===== src/rtl/ram_arb_pkg.sv =====
// Shared types and widths for the two-requester RAM arbiter.
// The RAM_ARB_RR_EN macro (see rr_arbiter) selects round-robin vs fixed priority.
package ram_arb_pkg;

  localparam int ADDR_W  = 10;
  localparam int DATA_W  = 8;
  localparam int NUM_REQ = 2;

  typedef enum logic [1:0] {
    IDLE    = 2'd0,
    ISSUE   = 2'd1,
    RD_WAIT = 2'd2,
    RESP    = 2'd3
  } state_t;

  // One accepted transaction, held for its whole lifetime in the FSM.
  typedef struct packed {
    logic              id;
    logic              wr;
    logic [ADDR_W-1:0] addr;
    logic [DATA_W-1:0] wdata;
  } txn_t;

  // Converts a one-hot two-requester grant into the requester index.
  function automatic logic grant_to_id(input logic [NUM_REQ-1:0] grant);
    return grant[1];
  endfunction

endpackage


===== src/rtl/rr_arbiter.sv =====
// Grant logic for two requesters: one-hot grant to the winning valid request.
// With RAM_ARB_RR_EN defined, contention alternates against the last grant;
// otherwise requester 0 always wins and last_grant is ignored.
module rr_arbiter
  import ram_arb_pkg::*;
(
  input  logic [NUM_REQ-1:0] valid,
  input  logic               last_grant,
  output logic [NUM_REQ-1:0] grant
);

`ifdef RAM_ARB_RR_EN
  // Under contention, favour whichever requester was not granted last.
  always_comb begin
    grant = '0;
    if (valid[0] && valid[1]) begin
      grant = last_grant ? 2'b01 : 2'b10;
    end else if (valid[0]) begin
      grant = 2'b01;
    end else if (valid[1]) begin
      grant = 2'b10;
    end
  end
`else
  logic unused_last_grant;
  assign unused_last_grant = last_grant;

  // Fixed priority: requester 0 beats requester 1.
  always_comb begin
    grant = '0;
    if (valid[0]) begin
      grant = 2'b01;
    end else if (valid[1]) begin
      grant = 2'b10;
    end
  end
`endif

endmodule


===== src/rtl/ram_arbiter.sv =====
// Two-requester arbiter in front of a single-port RAM with registered read data.
// One transaction in flight: IDLE -> ISSUE -> (write) IDLE, or
// IDLE -> ISSUE -> RD_WAIT -> RESP -> IDLE for reads.
// Define RAM_ARB_RR_EN for round-robin contention; default is fixed priority.
module ram_arbiter
  import ram_arb_pkg::*;
#(
  parameter int ADDR_W = ram_arb_pkg::ADDR_W,
  parameter int DATA_W = ram_arb_pkg::DATA_W
) (
  input  logic                          clk,
  input  logic                          rst,
  input  logic [NUM_REQ-1:0]            req_valid,
  input  logic [NUM_REQ-1:0]            req_wr,
  input  logic [NUM_REQ-1:0][ADDR_W-1:0] req_addr,
  input  logic [NUM_REQ-1:0][DATA_W-1:0] req_wdata,
  output logic [NUM_REQ-1:0]            req_ready,
  output logic [NUM_REQ-1:0]            rsp_valid,
  output logic [DATA_W-1:0]             rsp_rdata,
  output logic                          ram_cs,
  output logic                          ram_mode,
  output logic [ADDR_W-1:0]             ram_addr,
  output logic [DATA_W-1:0]             ram_wdata,
  input  logic [DATA_W-1:0]             ram_rdata,
  output logic                          busy
);

  state_t              state_q, state_d;
  txn_t                txn_q, txn_d;
  logic [DATA_W-1:0]   rsp_rdata_q, rsp_rdata_d;
  logic [NUM_REQ-1:0]  grant;
  logic                last_grant;
  logic                win_id;

`ifdef RAM_ARB_RR_EN
  logic last_grant_q, last_grant_d;
  assign last_grant = last_grant_q;
`else
  assign last_grant = 1'b1;
`endif

  rr_arbiter u_rr_arbiter (
    .valid      (req_valid),
    .last_grant (last_grant),
    .grant      (grant)
  );

  // RAM address/data come straight from the latch so they hold between transactions.
  assign ram_addr  = txn_q.addr;
  assign ram_wdata = txn_q.wdata;
  assign rsp_rdata = rsp_rdata_q;

  // Next-state, latch updates and per-state outputs.
  always_comb begin
    state_d     = state_q;
    txn_d       = txn_q;
    rsp_rdata_d = rsp_rdata_q;
    req_ready   = '0;
    rsp_valid   = '0;
    ram_cs      = 1'b0;
    ram_mode    = 1'b0;
    busy        = (state_q != IDLE);
    win_id      = grant_to_id(grant);
`ifdef RAM_ARB_RR_EN
    last_grant_d = last_grant_q;
`endif
    case (state_q)
      IDLE: begin
        // Gated by rst so ready reads zero for the whole reset pulse.
        req_ready = grant & {NUM_REQ{~rst}};
        if (|(req_valid & req_ready)) begin
          txn_d.id    = win_id;
          txn_d.wr    = req_wr[win_id];
          txn_d.addr  = req_addr[win_id];
          txn_d.wdata = req_wdata[win_id];
          state_d     = ISSUE;
`ifdef RAM_ARB_RR_EN
          last_grant_d = win_id;
`endif
        end
      end
      ISSUE: begin
        ram_cs   = 1'b1;
        ram_mode = txn_q.wr;
        state_d  = txn_q.wr ? IDLE : RD_WAIT;
      end
      RD_WAIT: begin
        ram_cs      = 1'b1;
        rsp_rdata_d = ram_rdata;
        state_d     = RESP;
      end
      RESP: begin
        rsp_valid[txn_q.id] = 1'b1;
        state_d             = IDLE;
      end
      default: begin
        state_d = IDLE;
      end
    endcase
  end

  // State and transaction registers; reset aborts any transaction in flight.
  always_ff @(posedge clk or posedge rst) begin
    if (rst) begin
      state_q     <= IDLE;
      txn_q       <= '0;
      rsp_rdata_q <= '0;
    end else begin
      state_q     <= state_d;
      txn_q       <= txn_d;
      rsp_rdata_q <= rsp_rdata_d;
    end
  end

`ifdef RAM_ARB_RR_EN
  // Last-grant register starts at 1 so requester 0 wins the first contention.
  always_ff @(posedge clk or posedge rst) begin
    if (rst) begin
      last_grant_q <= 1'b1;
    end else begin
      last_grant_q <= last_grant_d;
    end
  end
`endif

endmodule


===== config.mk =====
export PLATFORM = sky130hd
export DESIGN_NAME = ram_arbiter
export DESIGN_NICKNAME = d
export VERILOG_FILES = /design/src/rtl/ram_arb_pkg.sv /design/src/rtl/rr_arbiter.sv /design/src/rtl/ram_arbiter.sv
export SDC_FILE = /design/constraint.sdc
export NUM_CORES = 1
export LEC_CHECK = 0
export BUFFER_PORTS_ARGS = -buffer_cell sky130_fd_sc_hd__buf_2
export CAP_MARGIN = 25
export CELL_PAD_IN_SITES_DETAIL_PLACEMENT = 1
export CELL_PAD_IN_SITES_GLOBAL_PLACEMENT = 1
export CORE_UTILIZATION = 25
export DETAILED_ROUTE_END_ITERATION = 6
export PLACE_DENSITY = 0.6
export SLEW_MARGIN = 20
export SYNTH_ARGS = -nofsm -noshare
export SYNTH_HDL_FRONTEND = slang
export SYNTH_HIERARCHICAL = 1
export SYNTH_SLANG_ARGS = --single-unit

===== constraint.sdc =====
create_clock -name clk -period 5.44 [get_ports clk]
set_clock_uncertainty 0.2 [all_clocks]
set_input_delay 0 -clock clk [delete_from_list [all_inputs] [get_ports clk]]
set_output_delay 0 -clock clk [all_outputs]
set_load 0.05 [all_outputs]

---- After elaboration in Yosys (flattened, before gate mapping) ----
Cells that the tools add are included.
storage, ports and cells
  logic and storage cells ................. 39
  output and inout bits ................... 33
  bits of input ports ..................... 50
  bits in registers ....................... 30
cells by class
  reduce and logical (&&, ||, !) cells .... 6
  bitwise gates (word level) .............. 3
  order comparisons ....................... 3
  muxes and demuxes ....................... 17
  equal/unequal tests ..................... 4
operators by type and width
  kind                                                                           number
  10-bit two-way mux                                                             2
  8-bit two-way mux                                                              2
  2-bit two-way mux                                                              6
  2-bit case mux with 4 select lines                                             1
  1-bit two-way mux                                                              5
  2-bit AND                                                                      2
  2-bit equality test (second input constant)                                    2
  1-bit by 2-bit less-than comparator with 1-bit output (second input constant)  2
  2-bit OR reduction                                                             2
  2-bit by 1-bit equality test with 1-bit output (second input constant)         1
  2-bit logical NOT                                                              1
  2-bit inequality test (second input constant)                                  1
  2-bit AND reduction                                                            1
  2-bit nonzero test                                                             1
  1-bit demux with 1-bit select                                                  1
  1-bit >= comparator (second input constant)                                    1
  1-bit logical AND                                                              1
  1-bit inverter                                                                 1

---- Longest topological paths before layout ----
  depth after elaboration ................. 7
  gate-level depth with buffers ........... 6
  mapped depth without buffers ............ 5

---- Modules after synthesis ----
The synthesis kept the hierarchy.
modules (own cells, without submodules)
  module       cells each  area an instance (µm²)  seq. area each (µm²)  instances
  ram_arbiter  124         1717.9                  750.7                 1
  rr_arbiter   2           21.3                    0.0                   1

---- Worst setup path before layout ----
No wires, ideal clock.
  kind .................................... register to register
  start point ............................. register state_q[0]
  end point ............................... register txn_q, in the netlist ram_addr[0]
  data arrival time ....................... 1608 ps
  cell stages (with the launch flop) ...... 7
  clock period less this slack ............ 1933 ps
  library setup time ...................... 125 ps
  path buffers ............................ 1
  setup slack ............................. 3507 ps
  required time ........................... 5115 ps
  path through ............................ dfrtp_1 -> inv_1 -> ha_1 -> inv_2 -> nor3_4 -> buf_6 -> mux2_4
between the ends
  longest elaborated chain between the ends .. 2
RTL lines
  what                           RTL line            RTL
  start: declaration             ram_arbiter.sv:28   state_t state_q, state_d;
  start signal: assignment       ram_arbiter.sv:109  state_q <= state_d;
  2-bit logical NOT              ram_arbiter.sv:67   case (state_q)
  2-bit AND reduction (no line)  n/a
  end signal: assignment         ram_arbiter.sv:110  txn_q <= txn_d;
  end: declaration               ram_arbiter.sv:29   txn_t txn_q, txn_d;
No other way between the ends.
A chain may end at the register's enable or synchronous reset.

---- Worst setup path in the final report ----
  start point ............................. register state_q[0]
  end point ............................... register txn_q, in the netlist ram_wdata[7]
Same word-level chain as after synthesis.

==> results.json <==
{
  "ff2ff_path_depth": 6,
  "start_kind": "flip-flop",
  "antennaDiodeCount": 0,
  "row_count": 29,
  "dp.cells": 262,
  "avgSynthCellArea_sq_um": 13.9,
  "crit_chain": "inv_1 -> ha_1 -> inv_2 -> nor3_4 -> buf_4 -> mux2_4",
  "slew_viol_final": 0,
  "cp_slowest_cell": "dfrtp_1",
  "pre_cts_ws_ns": 3.32,
  "portBuffers": 82,
  "p_leak_nw": 1.32,
  "finalSetupTns_ns": 0,
  "fillers": 732,
  "dpl.hpwl_mm": 2.89,
  "critPathKind": "flip-flop to flip-flop",
  "final_area_sq_um": 2660,
  "root_buffer": "clkbuf_8",
  "power_frac_seq": 0.271,
  "vdd_ir_drop_max_v": 0.000257,
  "finalSetupViolations": 0,
  "placed_area_sq_um": 2070,
  "drc": 0,
  "cts_resized": 0,
  "grt_start_max_net_pins": 24,
  "fin_nets": 294,
  "crit_start": "state_q[0]",
  "cts.htree.levels": 2,
  "synth_nets": 180,
  "clock_sinks": 30,
  "postCtsHoldBufs": 47,
  "grt_usage": 0.134,
  "clkTransAtPathRegs_ns": 0.06,
  "dr.pass1.iters": 3,
  "slew_headroom": 0.569,
  "fin_crit_ns": 2.07,
  "cap_violations": 0,
  "drt_iter0_drc": 21,
  "chipHeight_microns": 85.3,
  "ys_warn_count": 6,
  "routabilityCongestion": 0.710,
  "r2r_start": "state_q[0]",
  "cp-end-kind": "flip-flop",
  "ioPinCount": 83,
  "power.density_nw_per_um2": 558,
  "post_drt_wl_per_cell_microns": 13.7,
  "swShare": 0.485,
  "cts_setup_buffers": 0,
  "seq_area_sq_um": 751,
  "core-area_sq_um": 6530,
  "cts_buffers": 5,
  "r2r_setup_slack_ns": 3.37,
  "cts_tree": "yes",
  "required_ns": 5.41,
  "drt_wl_total_mm": 4.32,
  "clockBufferDepth": 2,
  "p_clk_frac": 0.157,
  "grt.overflow.total": 0,
  "setup_ws_ns": 3.37,
  "dieArea_sq_um": 7280,
  "p_comb_frac": 0.572,
  "internal-power_uw": 763,
  "grt_antenna_before_repair": 0,
  "hold_viol": 0,
  "die_w_microns": 85.3,
  "grt_pass1_vias": 1569,
  "multi_input_area_sq_um": 781,
  "antenna_left": 0,
  "drive_gt1_frac": 0.519,
  "hold_class": "primary input to async pin",
  "fmax_ghz": 0.483,
  "syn_area_sq_um": 1740,
  "grt_pass1_wl_mm": 7.44,
  "critical-path-max-stage-delay_ns": 0.42,
  "area_growth_pct": 53.0,
  "period_share": 0.381,
  "reg2reg_to": "ram_wdata[7]",
  "rsz0062_at_grt": "false",
  "arrival_ns": 2.04,
  "path_max_fanout": 20,
  "worst_slew_pin_slew_ns": 0.646,
  "start_util": 0.266,
  "via_per_inst": 4.25,
  "fin_cells": 316,
  "clock_latency_ns": 0.28,
  "vias": 1343,
  "status": "complete, no violations",
  "switchingPower_uw": 718,
  "synthCells": 125
}
-- through the flow --
stage / power (mW) / utilization / hold slack (ns)
2_1_floorplan: 1.14 / - / -0.0981
6_report: 1.48 / 0.407 / 0.0910
3_3_place_gp: 1.21 / 0.317 / -0.153
5_1_grt: 1.56 / 0.407 / 0.150
3_5_place_dp: 1.23 / 0.317 / -0.156
4_1_cts: 1.50 / 0.407 / 0.0794
-- placed cells by master, fill, tap and decap left out, drive strengths merged --
| cell | instances |
|---|---|
| a22oi | 1 |
| a41o | 1 |
| and2 | 2 |
| and3 | 2 |
| buf | 84 |
| bufinv | 1 |
| clkbuf | 6 |
| dfrtp | 30 |
| dlygate4sd3 | 47 |
| ha | 5 |
| inv | 5 |
| mux2 | 45 |
| mux2i | 3 |
| nand2b | 1 |
| nor2 | 1 |
| nor2b | 2 |
| nor3 | 1 |
| o21ai | 1 |
| o311a | 1 |
-- final cells by class --
class	instances	share of cell area
timing repair buffer	131	0.337
multi-input combinational	66	0.294
sequential	30	0.283
tap	77	0.0363
clock buffer	6	0.0311
clock inverter	1	0.0113
inverter	5	0.00707
-- metal layers --
layer / track usage / up-vias / wire length, microns
met4: 0.0591 / 0 / 74
met3: 0.0447 / 7 / 269
met5: 0 / - / 0
met2: 0.245 / 42 / 2250
met1: 0.139 / 659 / 1720
li1: - / 635 / -
-- worst max-delay path, delay by kind of cell, from the launching register on --
family                   cells  cell delay [ns]
AND/OR/NAND/NOR              1             0.16
multiplexers                 1             0.34
adder cells (fa/ha/maj)      1             0.24
flip-flops                   1             0.42
buffers and inverters        3             0.60
-- power by group through the flow --
stage                     logic, mW  registers [mW]  clock network (mW)
after global routing          0.890           0.418               0.252
after detailed placement      0.827           0.399                   0
after CTS                     0.855           0.401               0.244
after global placement        0.815           0.398                   0
after floorplan               0.650           0.494                   0
final                         0.848           0.401               0.233
-- flip-flops by register name, indices dropped and copies added, names as in the netlist, named ones only --
| signal | flops |
|---|---|
| ram_addr | 10 |
| rsp_rdata | 8 |
| state_q | 1 |
| txn_q | 2 |
| ram_wdata | 8 |
-- worst max-delay path by stage --
| stage | slack, ns | end |
|---|---|---|
| final | 3.37 | ram_wdata[7] |
| after global routing | 3.16 | req_ready[0] |
| after CTS | 3.33 | req_ready[0] |
| after detailed placement | 3.32 | ram_wdata[2] |
| after global placement | 3.37 | ram_addr[2] |
| after floorplan | 3.51 | ram_addr[0] |
Note: power is estimated with default switching activity, not from simulation.
